**src/rtl/ball_game_ctrl.sv**
```systemverilog
// rtl/ball_game_ctrl.sv - ball game sequencer: ball motion, paddle, bounces, score and lives
module ball_game_ctrl #(
    parameter int H_ACTIVE    = 640,
    parameter int V_ACTIVE    = 480,
    parameter int BALL_SIZE   = 8,
    parameter int PADDLE_W    = 64,
    parameter int PADDLE_Y    = 460,
    parameter int PADDLE_STEP = 8,
    parameter int SPEED       = 2,
    parameter int LIVES       = 3
) (
    input  logic        CLK,
    input  logic        reset,
    input  logic        frame_tick,
    input  logic        rotary_event,
    input  logic        rotary_right,
    input  logic        serve,
    output logic [10:0] ball_x,
    output logic [10:0] ball_y,
    output logic [10:0] paddle_x,
    output logic [15:0] score,
    output logic [1:0]  lives,
    output logic [2:0]  state
);

    typedef enum logic [2:0] {
        IDLE = 3'd0,
        PLAY = 3'd1,
        MISS = 3'd2,
        OVER = 3'd3
    } state_t;

    localparam logic signed [11:0] SPD     = 12'(SPEED);
    localparam logic signed [11:0] X_MAX   = 12'(H_ACTIVE - BALL_SIZE);
    localparam logic signed [11:0] Y_MAX   = 12'(V_ACTIVE - BALL_SIZE);
    localparam logic signed [11:0] HIT_TOP = 12'(PADDLE_Y - BALL_SIZE);
    localparam logic signed [11:0] PAD_Y   = 12'(PADDLE_Y);
    localparam logic signed [11:0] BSZ     = 12'(BALL_SIZE);
    localparam logic signed [11:0] PW      = 12'(PADDLE_W);
    localparam logic signed [11:0] STEP    = 12'(PADDLE_STEP);
    localparam logic signed [11:0] PAD_MAX = 12'(H_ACTIVE - PADDLE_W);
    localparam logic [10:0] PAD_HOME   = 11'((H_ACTIVE - PADDLE_W) / 2);
    localparam logic [10:0] DOCK_OFS   = 11'(PADDLE_W / 2 - BALL_SIZE / 2);
    localparam logic [10:0] DOCK_Y     = 11'(PADDLE_Y - BALL_SIZE);
    localparam logic [1:0]  LIVES_INIT = 2'(LIVES);

    state_t state_q;
    logic   dx_pos, dy_pos;

    logic signed [11:0] nx, ny, new_x, new_y, pad, pstep, pad_next;
    logic               dx_next, dy_next, hit, miss;

    assign state = state_q;

    // Next ball position for a frame tick; the collision uses the current (pre-move) paddle.
    always_comb begin
        nx      = $signed({1'b0, ball_x}) + (dx_pos ? SPD : -SPD);
        ny      = $signed({1'b0, ball_y}) + (dy_pos ? SPD : -SPD);
        pad     = $signed({1'b0, paddle_x});
        new_x   = nx;
        dx_next = dx_pos;
        if (nx <= 12'sd0) begin
            new_x   = 12'sd0;
            dx_next = 1'b1;
        end else if (nx >= X_MAX) begin
            new_x   = X_MAX;
            dx_next = 1'b0;
        end
        new_y   = ny;
        dy_next = dy_pos;
        hit     = 1'b0;
        miss    = 1'b0;
        if (ny <= 12'sd0) begin
            new_y   = 12'sd0;
            dy_next = 1'b1;
        end else if (dy_pos && ny >= HIT_TOP && ny < PAD_Y &&
                     (new_x + BSZ) > pad && new_x < (pad + PW)) begin
            new_y   = HIT_TOP;
            dy_next = 1'b0;
            hit     = 1'b1;
        end else if (ny >= Y_MAX) begin
            new_y = Y_MAX;
            miss  = 1'b1;
        end
        pstep    = pad + (rotary_right ? STEP : -STEP);
        pad_next = pstep;
        if (pstep < 12'sd0) begin
            pad_next = 12'sd0;
        end else if (pstep > PAD_MAX) begin
            pad_next = PAD_MAX;
        end
    end

    always_ff @(posedge CLK) begin
        if (!reset) begin
            state_q  <= IDLE;
            paddle_x <= PAD_HOME;
            ball_x   <= PAD_HOME + DOCK_OFS;
            ball_y   <= DOCK_Y;
            score    <= 16'd0;
            lives    <= LIVES_INIT;
            dx_pos   <= 1'b1;
            dy_pos   <= 1'b0;
        end else begin
            if (rotary_event && state_q != OVER) begin
                paddle_x <= pad_next[10:0];
            end
            case (state_q)
                IDLE: begin
                    ball_x <= paddle_x + DOCK_OFS;
                    ball_y <= DOCK_Y;
                    if (serve) begin
                        state_q <= PLAY;
                        dx_pos  <= 1'b1;
                        dy_pos  <= 1'b0;
                    end
                end
                PLAY: begin
                    if (frame_tick) begin
                        ball_x <= new_x[10:0];
                        ball_y <= new_y[10:0];
                        dx_pos <= dx_next;
                        dy_pos <= dy_next;
                        if (hit) begin
                            score <= score + 16'd1;
                        end
                        if (miss) begin
                            state_q <= MISS;
                        end
                    end
                end
                MISS: begin
                    lives   <= lives - 2'd1;
                    state_q <= (lives == 2'd1) ? OVER : IDLE;
                end
                OVER: begin
                    if (serve) begin
                        state_q  <= IDLE;
                        score    <= 16'd0;
                        lives    <= LIVES_INIT;
                        paddle_x <= PAD_HOME;
                        ball_x   <= PAD_HOME + DOCK_OFS;
                        ball_y   <= DOCK_Y;
                    end
                end
                default: state_q <= IDLE;
            endcase
        end
    end

endmodule

```
**config.mk**
```make
export PLATFORM = sky130hd
export DESIGN_NAME = ball_game_ctrl
export DESIGN_NICKNAME = d
export VERILOG_FILES = /design/src/rtl/ball_game_ctrl.sv
export SDC_FILE = /design/constraint.sdc
export NUM_CORES = 1
export LEC_CHECK = 0
export CORE_UTILIZATION = 55
export DETAILED_ROUTE_END_ITERATION = 7
export PLACE_DENSITY = 0.9
export SYNTH_ARGS = -nofsm -noshare
export SYNTH_HDL_FRONTEND = slang
export SYNTH_SLANG_ARGS = --single-unit
```
**constraint.sdc**
```tcl
create_clock -name CLK -period 12.78 [get_ports CLK]
set_input_delay 2.556 -clock CLK [delete_from_list [all_inputs] [get_ports CLK]]
set_output_delay 2.556 -clock CLK [all_outputs]
set_load 0.05 [all_outputs]
```
## Word-level counts from Yosys, hierarchy flattened

Index checks and enable logic that the tools add are counted.

- Order comparisons: 10
- Equal/unequal tests: 12
- Multiplexer cells: 46
- Reduce and logical (&&, ||, !) cells: 16
- Add/sub/neg operators: 8

Operators by type and width:

| kind | count |
|---|---|
| 11-bit two-way mux | 12 |
| 11-bit one-hot mux with 3 select lines | 2 |
| 12-bit two-way mux | 5 |
| 16-bit two-way mux | 3 |
| 12-bit adder | 3 |
| 16-bit one-hot mux with 2 select lines | 1 |
| 12-bit by 10-bit >= comparator with 1-bit output (second input constant) | 2 |
| 12-bit by 1-bit <= comparator with 1-bit output (second input constant) | 2 |
| 16-bit by 1-bit adder with 16-bit output (second input constant) | 1 |
| 4-bit AND reduction | 4 |
| 1-bit two-way mux | 13 |
| 11-bit by 7-bit adder with 12-bit output (second input constant) | 1 |
| 12-bit by 5-bit adder with 12-bit output (second input constant) | 1 |
| 12-bit by 11-bit >= comparator with 1-bit output (second input constant) | 1 |
| 12-bit by 11-bit > comparator with 1-bit output (second input constant) | 1 |
| 12-bit > comparator | 1 |
| 12-bit by 1-bit < comparator with 1-bit output (second input constant) | 1 |
| 12-bit by 10-bit < comparator with 1-bit output (second input constant) | 1 |
| 12-bit < comparator | 1 |
| 3-bit two-way mux | 4 |
| 3-bit one-hot mux with 4 select lines | 1 |
| 11-bit by 5-bit adder with 11-bit output (second input constant) | 1 |
| 2-bit inequality test (second input constant) | 5 |
| 3-bit by 2-bit equality test with 1-bit output (second input constant) | 2 |
| other kinds (14) | 23 |

- Output and inout port bits: 54
- Flip-flop bits (word level): 56

## Depth between registers and ports, before layout

Gate-level depths: netlist (run 1).

- Depth in word-level cells: 14
- Gate-level depth with buffers: 23
- Mapped depth without buffers: 20

## Worst setup path before layout (run 1)

No wires, ideal clock.

- Path type: flip-flop to flip-flop
- Start point: register ball_x[2]
- End point: register score[3]
- Data arrival time: 5.695 ns
- Slack: 7.014 ns
- Period minus slack after synthesis: 5.766 ns
- Stages on the path, launching flop included: 21
- Cells stage by stage: dfxtp_1 ha_1 a211o_1 a2111oi_0 nor3_1 o311ai_0 a21oi_1 a21oi_1 ha_1 o211ai_1 xnor2_1 ha_1 nand4_1 nor3_1 a221oi_1 o2111ai_1 or4_4 or4_4 buf_6 or4_1 a21oi_1

- Word-level cells in the longest chain between the ends: 12
- Elaborated cells on any way between the ends: 14
- Those cells by class: add/sub: 2; order compare: 4; eq/ne: 1; mux: 4; reduce/logical: 3

Ends and longest elaborated chain:

| item | line | RTL |
|---|---|---|
| start, declared | 18 | `output logic [10:0] ball_x,` |
| start signal, assigned | 98 | `ball_x <= PAD_HOME + DOCK_OFS;` |
| start signal, assigned | 110 | `ball_x <= paddle_x + DOCK_OFS;` |
| start signal, assigned | 120 | `ball_x <= new_x[10:0];` |
| 12-bit adder (*) | 57 | `nx = $signed({1'b0, ball_x}) + (dx_pos ? SPD : -SPD);` |
| 12-bit by 11-bit >= comparator with 1-bit output | 65 | `end else if (nx >= X_MAX) begin` |
| 12-bit two-way mux | 65 |  |
| 12-bit two-way mux (*) | 62 | `if (nx <= 12'sd0) begin` |
| 12-bit by 5-bit adder with 12-bit output | 77 | `(new_x + BSZ) > pad && new_x < (pad + PW)) begin` |
| 12-bit > comparator | 77 |  |
| 1-bit logical AND | 76 | `end else if (dy_pos && ny >= HIT_TOP && ny < PAD_Y &&` |
| 1-bit logical AND (*) | 77 |  |
| 1-bit two-way mux (*) | 76 |  |
| 1-bit two-way mux (*) | 73 | `if (ny <= 12'sd0) begin` |
| 2-bit inequality test (no line) (*) | n/a |  |
| 4-bit AND reduction (no line) (*) | n/a |  |
| end signal, assigned | 125 | `score <= score + 16'd1;` |
| end, declared | 21 | `output logic [15:0] score,` |

Mark *: on every way between the ends. The rest lies on a longest branch, timed or not.
A chain may end at the register's enable or synchronous reset.

## Final worst setup path (run 1)

- Start point: register dx_pos
- End point: register score[7]

- Word-level cells in the longest chain between the ends: 13
- Elaborated cells on any way between the ends: 15
- Those cells by class: add/sub: 2; order compare: 4; eq/ne: 1; mux: 5; reduce/logical: 3

Ends and longest elaborated chain:

| item | line | RTL |
|---|---|---|
| start, declared | 48 | `logic dx_pos, dy_pos;` |
| start signal, assigned | 122 | `dx_pos <= dx_next;` |
| 12-bit two-way mux (*) | 57 |  |
| 12-bit adder (*) | 57 |  |
| 12-bit by 11-bit >= comparator with 1-bit output | 65 |  |
| 12-bit two-way mux | 65 |  |
| 12-bit two-way mux (*) | 62 |  |
| 12-bit by 5-bit adder with 12-bit output | 77 |  |
| 12-bit > comparator | 77 |  |
| 1-bit logical AND | 76 |  |
| 1-bit logical AND (*) | 77 |  |
| 1-bit two-way mux (*) | 76 |  |
| 1-bit two-way mux (*) | 73 |  |
| 2-bit inequality test (no line) (*) | n/a |  |
| 4-bit AND reduction (no line) (*) | n/a |  |

Marks and branches as above.

==> Flow_metrics.wiki, run 1 <==
{| class="wikitable"
! Metric !! Value
|-
| Wirelength per Cell || 17.13 um
|-
| Highest fanout seen on the critical path || 32
|-
| Max_slew headroom || 25.14%
|-
| Maximum number of pins on one net before global-route repair || 33
|-
| Peak per-stage delay on the critical path || 0.60 ns
|-
| Min-Delay Path Class || register to register
|-
| Final weighted congestion in routability-driven placement || 1.054
|-
| Fmax || 152.9 MHz
|-
| Die height || 95.47 um
|-
| Clock root cell || sky130_fd_sc_hd__clkbuf_8
|-
| Worst endpoint required time || 13.01 ns
|-
| Cell Chain, Critical Path || inv_1, ha_1, a211o_1, a2111oi_0, nor3_1, o311ai_0, a21oi_1, a21oi_1, ha_1, o211ai_1, xnor2_1, ha_1, nand4_1, nor3_1, a221oi_1, o2111ai_1, or4_4, or4_4, or4_1, a21oi_1
|-
| Worst Path Class, Setup || register to register
|-
| Total of flip-flops plus latches after synthesis || 54
|-
| Top cell family by delay on the critical path || compound AO/OA/AOI/OAI gates
|-
| Startpoint of the worst setup timing path || dx_pos$_SDFFE_PN1P_
|-
| Type of origin of the critical path || register
|-
| Predominant post-synthesis flop cell || sky130_fd_sc_hd__dfxtp_1
|-
| Count of synthesis-stage warnings from yosys || 0
|-
| H-tree level count || 2
|-
| Final hold violation count || 0
|-
| Gr usage total || 28.82%
|-
| Area of the mapped netlist || 4805 um^2
|-
| Number of buffers added for setup after CTS || 0
|-
| Estimated wirelength of the detail-placed design || 9.908 mm
|-
| Remaining Overflow, GRT || 0
|-
| # resized after CTS || 0
|-
| Top-Level Pins || 60
|-
| Synthesis-to-finish area growth || 15.63%
|-
| Smallest setup slack after layout || 6.239 ns
|-
| Fraction of final layout cells sized beyond drive strength 1 || 3.670%
|-
| Final Skew || 0.01520 ns
|-
| Max Slew Vio Count || 0
|-
| Wire length reported by the detailed router || 13.00 mm
|-
| Later-pin clock latency in the skew report || 0.32 ns
|-
| Final worst path period need || 6.541 ns
|-
| Clock tree from TritonCTS || done
|-
| Instance count along the most critical hold path || 2
|-
| Number of filler instances in the final layout || 703
|-
| Number of rows created at floorplan || 33
|-
| Die span in x || 95.47 um
|-
| Number of synthesized flops with an enable pin || 0
|-
| Initial core utilization || 57.61%
|-
| Crit-path slowest cell || sky130_fd_sc_hd__or4_4
|-
| Result of the run || finished, final reports clean
|-
| Drt initial violations || 477
|-
| Hold Crit Endpoint || score[14]$_SDFFE_PN0P_
|-
| Asr flop ratio synth || 0%
|-
| Final-layout setup total negative slack || 0 ns
|-
| Data arrival at the endpoint of the critical path || 6.77 ns
|-
| Startpoint of the lowest-slack register-to-register path || dx_pos$_SDFFE_PN1P_
|-
| Core Area || 8341 um^2
|-
| Detailed-route vias per instance || 6.509
|-
| Post-Syn Instances || 606
|-
| Top cell types by occurrence after synthesis || sky130_fd_sc_hd__dfxtp_1, sky130_fd_sc_hd__ha_1, sky130_fd_sc_hd__nand2_1
|-
| RSZ-0062 raised after global routing || no
|-
| Clk pin slew, worst setup/hold paths || 0.12 ns
|-
| Die Outline Area || 9114 um^2
|-
| CTS Sinks || 54
|-
| MaxCap Viol Count || 0
|-
| Synthesized area divided by synthesized cell count || 7.928 um^2
|-
| Slew of the pin with the lowest slew margin || 1.119 ns
|-
| Buffers and inverters on the worst path || 1
|-
| DR vias || 4,940
|-
| Wire length of the first global-routing pass || 21.16 mm
|-
| Fraction of the cycle the final worst path needs || 51.18%
|-
| Number of antenna violations at the first check in global routing || 0
|-
| Length of the first detailed-routing pass in iterations || 5
|-
| Final setup violation count || 0
|-
| Final cell utilization of the core || 66.61%
|-
| Cell type with the highest aggregate area in the netlist || sky130_fd_sc_hd__dfxtp_1
|-
| Buffer levels on the longest clock path || 2
|-
| Hold Worst Slack || 0.5072 ns
|-
| Crit path capture type || register
|-
| Diodes inserted || 0
|-
| Most used standard cell by instance count after synthesis || sky130_fd_sc_hd__dfxtp_1
|-
| TritonCTS Buffers || 5
|-
| Total Nets Final || 713
|-
| Capturing point of the worst reg2reg path || score[7]$_SDFFE_PN0P_
|-
| CTS Hold Bufs || 0
|-
| Worst min-delay path startpoint || score[14]$_SDFFE_PN0P_
|-
| Dominant cells by area after synthesis || sky130_fd_sc_hd__dfxtp_1, sky130_fd_sc_hd__ha_1, sky130_fd_sc_hd__a21oi_1
|-
| Vias in the first global route || 4,544
|-
| Remaining antenna violation count after routing || 0
|-
| Area share of the largest cell type after synthesis || 22.50%
|-
| Drt drc || 0
|-
| Sequential area share after synthesis || 22.50%
|-
| Reg2Reg Setup Slack || 6.24 ns
|-
| Worst-case setup slack after placement || 6.433 ns
|-
| Count of unique library cells instantiated by Yosys || 64
|-
| Worst reg-to-reg path cell count || 20
|-
| Count of buffers inserted at the top-level ports || 57
|}
==> per-stage QoR <==
step | std cells | instance area [um^2]
floorplan | 610 | 4820
global placement | 751 | 5434
detailed placement | 751 | 5434
CTS | 759 | 5555
global route | 759 | 5555
finish | 759 | 5555
==> worst register-to-register path, stage by stage, from the launching register on <==
cell,delay (ns)
sky130_fd_sc_hd__dfxtp_1,0.35
sky130_fd_sc_hd__inv_1,0.34
sky130_fd_sc_hd__ha_1,0.32
sky130_fd_sc_hd__a211o_1,0.36
sky130_fd_sc_hd__a2111oi_0,0.55
sky130_fd_sc_hd__nor3_1,0.25
sky130_fd_sc_hd__o311ai_0,0.41
sky130_fd_sc_hd__a21oi_1,0.28
sky130_fd_sc_hd__a21oi_1,0.38
sky130_fd_sc_hd__ha_1,0.27
sky130_fd_sc_hd__o211ai_1,0.13
sky130_fd_sc_hd__xnor2_1,0.16
sky130_fd_sc_hd__ha_1,0.34
sky130_fd_sc_hd__nand4_1,0.13
sky130_fd_sc_hd__nor3_1,0.07
sky130_fd_sc_hd__a221oi_1,0.22
sky130_fd_sc_hd__o2111ai_1,0.15
sky130_fd_sc_hd__or4_4,0.47
sky130_fd_sc_hd__or4_4,0.60
sky130_fd_sc_hd__or4_1,0.56
sky130_fd_sc_hd__a21oi_1,0.14
==> worst max-delay path by stage <==
stage | endpoint | slack [ns] | depth (start not counted)
6_report | score[7]$_SDFFE_PN0P_ | 6.24 | 20
4_1_cts | score[5]$_SDFFE_PN0P_ | 6.35 | 20
2_1_floorplan | score[3]$_SDFFE_PN0P_ | 7.01 | 20
3_5_place_dp | score[5]$_SDFFE_PN0P_ | 6.43 | 20
3_3_place_gp | score[7]$_SDFFE_PN0P_ | 6.56 | 20
5_1_grt | score[15]$_SDFFE_PN0P_ | 5.72 | 20
==> state kept, by name, summed over array words and instances, names as in the netlist <==
signal    flops
ball_x       11
dx_pos        1
ball_y       10
paddle_x     11
state         2
lives         2
dy_pos        1
score        16
==> cell type report <==
class                           instances  area [um^2]  area share, %
Sequential cell                        54         1081          19.46
Tap cell                              105        131.4          2.365
Clock buffer                            6        82.58          1.486
Clock inverter                          2        38.79         0.6982
Inverter                               36        135.1          2.432
Multi-Input combinational cell        497         3501          63.02
Timing Repair Buffer                   59        585.6          10.54
==> cells in the final DEF (no fill, tap or decap), types with 20 or more instances in the layout <==
cell type / instances
sky130_fd_sc_hd__o21ai_0: 29
sky130_fd_sc_hd__dfxtp_1: 54
sky130_fd_sc_hd__clkdlybuf4s50_1: 57
sky130_fd_sc_hd__nor2_1: 34
sky130_fd_sc_hd__nand2_1: 46
sky130_fd_sc_hd__a21oi_1: 45
sky130_fd_sc_hd__ha_1: 51
sky130_fd_sc_hd__xnor2_1: 20
sky130_fd_sc_hd__inv_1: 36
sky130_fd_sc_hd__nand3_1: 24
==> per-layer routing <==
| metal | vias to the layer above | GRT usage [%] | part of all wire [%] |
|---|---|---|---|
| met2 | 195 | 49.35 | 47 |
| met3 | 39 | 3.589 | 6.5 |
| met5 | - | 0 | 0 |
| li1 | 2393 | - | - |
| met1 | 2313 | 37.51 | 44 |
| met4 | 0 | 8.955 | 2.4 |
==> cells by family after synthesis <==
family,share of synthesized area (%)
XOR/XNOR,4.922
AO/OA/AOI/OAI,27.45
multiplexers,0.7031
buffers and inverters,4.948
AND/OR/NAND/NOR,24.87
adder cells (fa/ha/maj),14.53
other,0.07805
flip-flops,22.50
Power of run 1 is not shown: default switching activity piles up to over one toggle a cycle in this logic, so the estimate is an artifact.
==> inputs of run 2 (changes only) <==
--- a/config.mk
+++ b/config.mk
@@ -5,9 +5,9 @@
 export SDC_FILE = /design/constraint.sdc
 export NUM_CORES = 1
 export LEC_CHECK = 0
-export CORE_UTILIZATION = 55
+export CORE_UTILIZATION = 52
 export DETAILED_ROUTE_END_ITERATION = 7
-export PLACE_DENSITY = 0.9
+export PLACE_DENSITY = 0.89
 export SYNTH_ARGS = -nofsm -noshare
 export SYNTH_HDL_FRONTEND = slang
 export SYNTH_SLANG_ARGS = --single-unit
==> constraint.sdc (replaced) <==
create_clock -name CLK -period 5.85 [get_ports CLK]
set_input_delay 1.17 -clock CLK [delete_from_list [all_inputs] [get_ports CLK]]
set_output_delay 1.17 -clock CLK [all_outputs]
set_load 0.05 [all_outputs]
==> run 2 against run 1 <==
  * Global-route usage decreased by 1.1 points
  * Final area increased by 6.1%
  * Worst hold slack lost 0.016 ns
  * The run now ends with DRC left
  * Final cell count increased by 3.4%
  * Largest cell class unchanged
  * Die area increased by 5.6%
  * Register-to-register slack got worse by 6.2 ns
  * Setup slack got worse by 6.2 ns
  * Maximum frequency up 13%
==> Flow_metrics.wiki, run 2 (synthesized netlist as in run 1, its figures left out) <==
{| class="wikitable"
! Metric !! Value
|-
| Result of the run || finished, violations left
|-
| Violated checks || DRC
|-
| Diodes inserted || 0
|-
| Number of rows created at floorplan || 34
|-
| Data arrival at the endpoint of the critical path || 6.03 ns
|-
| Final-layout setup total negative slack || 0 ns
|-
| Die Outline Area || 9628 um^2
|-
| DR vias || 5,051
|-
| Buffer levels on the longest clock path || 2
|-
| RSZ-0062 raised after global routing || yes
|-
| Final cell utilization of the core || 66.59%
|-
| Highest fanout seen on the critical path || 8
|-
| Max_slew headroom || 50.16%
|-
| Initial core utilization || 54.30%
|-
| Fmax || 173.2 MHz
|-
| Maximum number of pins on one net before global-route repair || 33
|-
| Number of antenna violations at the first check in global routing || 0
|-
| Fraction of the cycle the final worst path needs || 98.69%
|-
| Standard cell area after detailed placement || 5535 um^2
|-
| Synthesis-to-finish area growth || 22.63%
|-
| Fraction of final layout cells sized beyond drive strength 1 || 10.78%
|-
| Clock tree from TritonCTS || done
|-
| Vias in the first global route || 4,682
|-
| Core Area || 8848 um^2
|-
| Instance count along the most critical hold path || 2
|-
| Biggest regs || score (16), ball_x (11), paddle_x (11)
|-
| Worst Path Class, Setup || register to register
|-
| Die span in x || 98.12 um
|-
| Wirelength per Cell || 17.52 um
|-
| Commonest cells after routing, fill and taps aside || sky130_fd_sc_hd__clkdlybuf4s50_1, sky130_fd_sc_hd__dfxtp_1, sky130_fd_sc_hd__ha_1
|-
| Most frequent standard cell in the layout excluding fill and tap cells || sky130_fd_sc_hd__clkdlybuf4s50_1
|-
| Type of origin of the critical path || register
|-
| Final weighted congestion in routability-driven placement || 0.9716
|-
| Worst-case setup slack after placement || -0.05510 ns
|-
| MaxCap Viol Count || 0
|-
| Smallest setup slack after layout || 0.07668 ns
|-
| H-tree level count || 2
|-
| Final hold violation count || 0
|-
| Later-pin clock latency in the skew report || 0.32 ns
|-
| Total Nets Final || 736
|-
| Worst endpoint required time || 6.11 ns
|-
| CTS Hold Bufs || 0
|-
| Clock root cell || sky130_fd_sc_hd__clkbuf_8
|-
| Number of filler instances in the final layout || 717
|-
| Wire length of the first global-routing pass || 22.20 mm
|-
| Remaining antenna violation count after routing || 0
|-
| Drt drc || 6
|-
| Min-Delay Path Class || register to register
|-
| Length of the first detailed-routing pass in iterations || 7
|-
| Register with the most flip-flops || score
|-
| Die height || 98.12 um
|-
| Max Slew Vio Count || 0
|-
| Crit path capture type || register
|-
| Slew of the pin with the lowest slew margin || 0.7466 ns
|-
| Top-Level Pins || 60
|-
| Worst reg-to-reg path cell count || 18
|-
| Final setup violation count || 0
|-
| Post-route cell area || 5892 um^2
|-
| Clk pin slew, worst setup/hold paths || 0.12 ns
|-
| Final Skew || 0.01154 ns
|-
| Gr usage total || 27.71%
|-
| Count of buffers inserted at the top-level ports || 57
|-
| Detailed-route vias per instance || 6.434
|-
| Max FFs per register || 16
|-
| Drt initial violations || 298
|-
| Final worst path period need || 5.773 ns
|-
| Wire length reported by the detailed router || 13.76 mm
|-
| Remaining Overflow, GRT || 0
|-
| CTS Sinks || 54
|-
| Estimated wirelength of the detail-placed design || 10.20 mm
|-
| TritonCTS Buffers || 5
|}
[run 2: changes by cell type in the layout (fill, tap and decap cells not counted), moves of 3 or more]
cell	before	now
sky130_fd_sc_hd__ha_2	0	3
sky130_fd_sc_hd__or4_4	2	7
sky130_fd_sc_hd__ha_1	51	47
sky130_fd_sc_hd__a21oi_1	45	40
sky130_fd_sc_hd__or4_1	15	12
sky130_fd_sc_hd__a21oi_2	0	4
sky130_fd_sc_hd__buf_4	2	23
[run 2: worst max-delay path, stage by stage, from the launching register on]
cell                        delay, ns
sky130_fd_sc_hd__dfxtp_4         0.39
sky130_fd_sc_hd__inv_6           0.06
sky130_fd_sc_hd__ha_1            0.29
sky130_fd_sc_hd__a211o_4         0.38
sky130_fd_sc_hd__a211o_4         0.37
sky130_fd_sc_hd__a221oi_4        0.38
sky130_fd_sc_hd__xnor2_2         0.16
sky130_fd_sc_hd__nor4_1          0.48
sky130_fd_sc_hd__and3_1          0.26
sky130_fd_sc_hd__mux2_2          0.35
sky130_fd_sc_hd__ha_1            0.29
sky130_fd_sc_hd__nand4_1         0.09
sky130_fd_sc_hd__nor3_1          0.06
sky130_fd_sc_hd__a221oi_1        0.22
sky130_fd_sc_hd__o2111ai_1       0.15
sky130_fd_sc_hd__or4_4           0.49
sky130_fd_sc_hd__or4_4           0.63
sky130_fd_sc_hd__or4_4           0.54
sky130_fd_sc_hd__a21oi_2         0.14
[run 2: final timing paths]
check / start / end / slack (ns)
max: dx_pos$_SDFFE_PN1P_ / score[5]$_SDFFE_PN0P_ / 0.08
min: score[15]$_SDFFE_PN0P_ / score[15]$_SDFFE_PN0P_ / 0.49
max reg2reg: dx_pos$_SDFFE_PN1P_ / score[5]$_SDFFE_PN0P_ / 0.08
min reg2reg: score[15]$_SDFFE_PN0P_ / score[15]$_SDFFE_PN0P_ / 0.49
[run 2: area by class of cell]
cell class	instances	area, um^2	share of cell area (%)
well taps	108	135.1	2.293
repair buffers	80	743.2	12.61
multi-input cells	499	3690	62.62
clock buffers	5	68.82	1.168
clock inverters	3	28.78	0.4884
flip-flops and latches	54	1086	18.43
inverters	36	140.1	2.378
[run 2: layer usage]
| layer | vias up | wire, um | share of wire [%] | global-route usage, % |
|---|---|---|---|---|
| met5 | - | 0 | 0 | 0 |
| met4 | 0 | 275 | 2.0 | 6.527 |
| met3 | 33 | 705 | 5.1 | 3.150 |
| met2 | 176 | 6653 | 48 | 48.65 |
| met1 | 2385 | 6120 | 44 | 36.20 |
| li1 | 2457 | - | - | - |
[run 2: what timing repair did]
action / in CTS / in global routing
setup buffers: 0 / 8
pin swaps: 0 / 10
resized for setup: 4 / 37
endpoints found under the setup margin: 11 / 18
cloned: 0 / 2
[run 2: stage by stage]
stage               hold slack, ns  std cells
CTS                         0.4921        775
global placement            0.4626        767
detailed placement          0.4757        767
finish                      0.4915        785
global route                0.5144        785
floorplan                   0.6936        610
Power of run 2 is left out for the same reason.
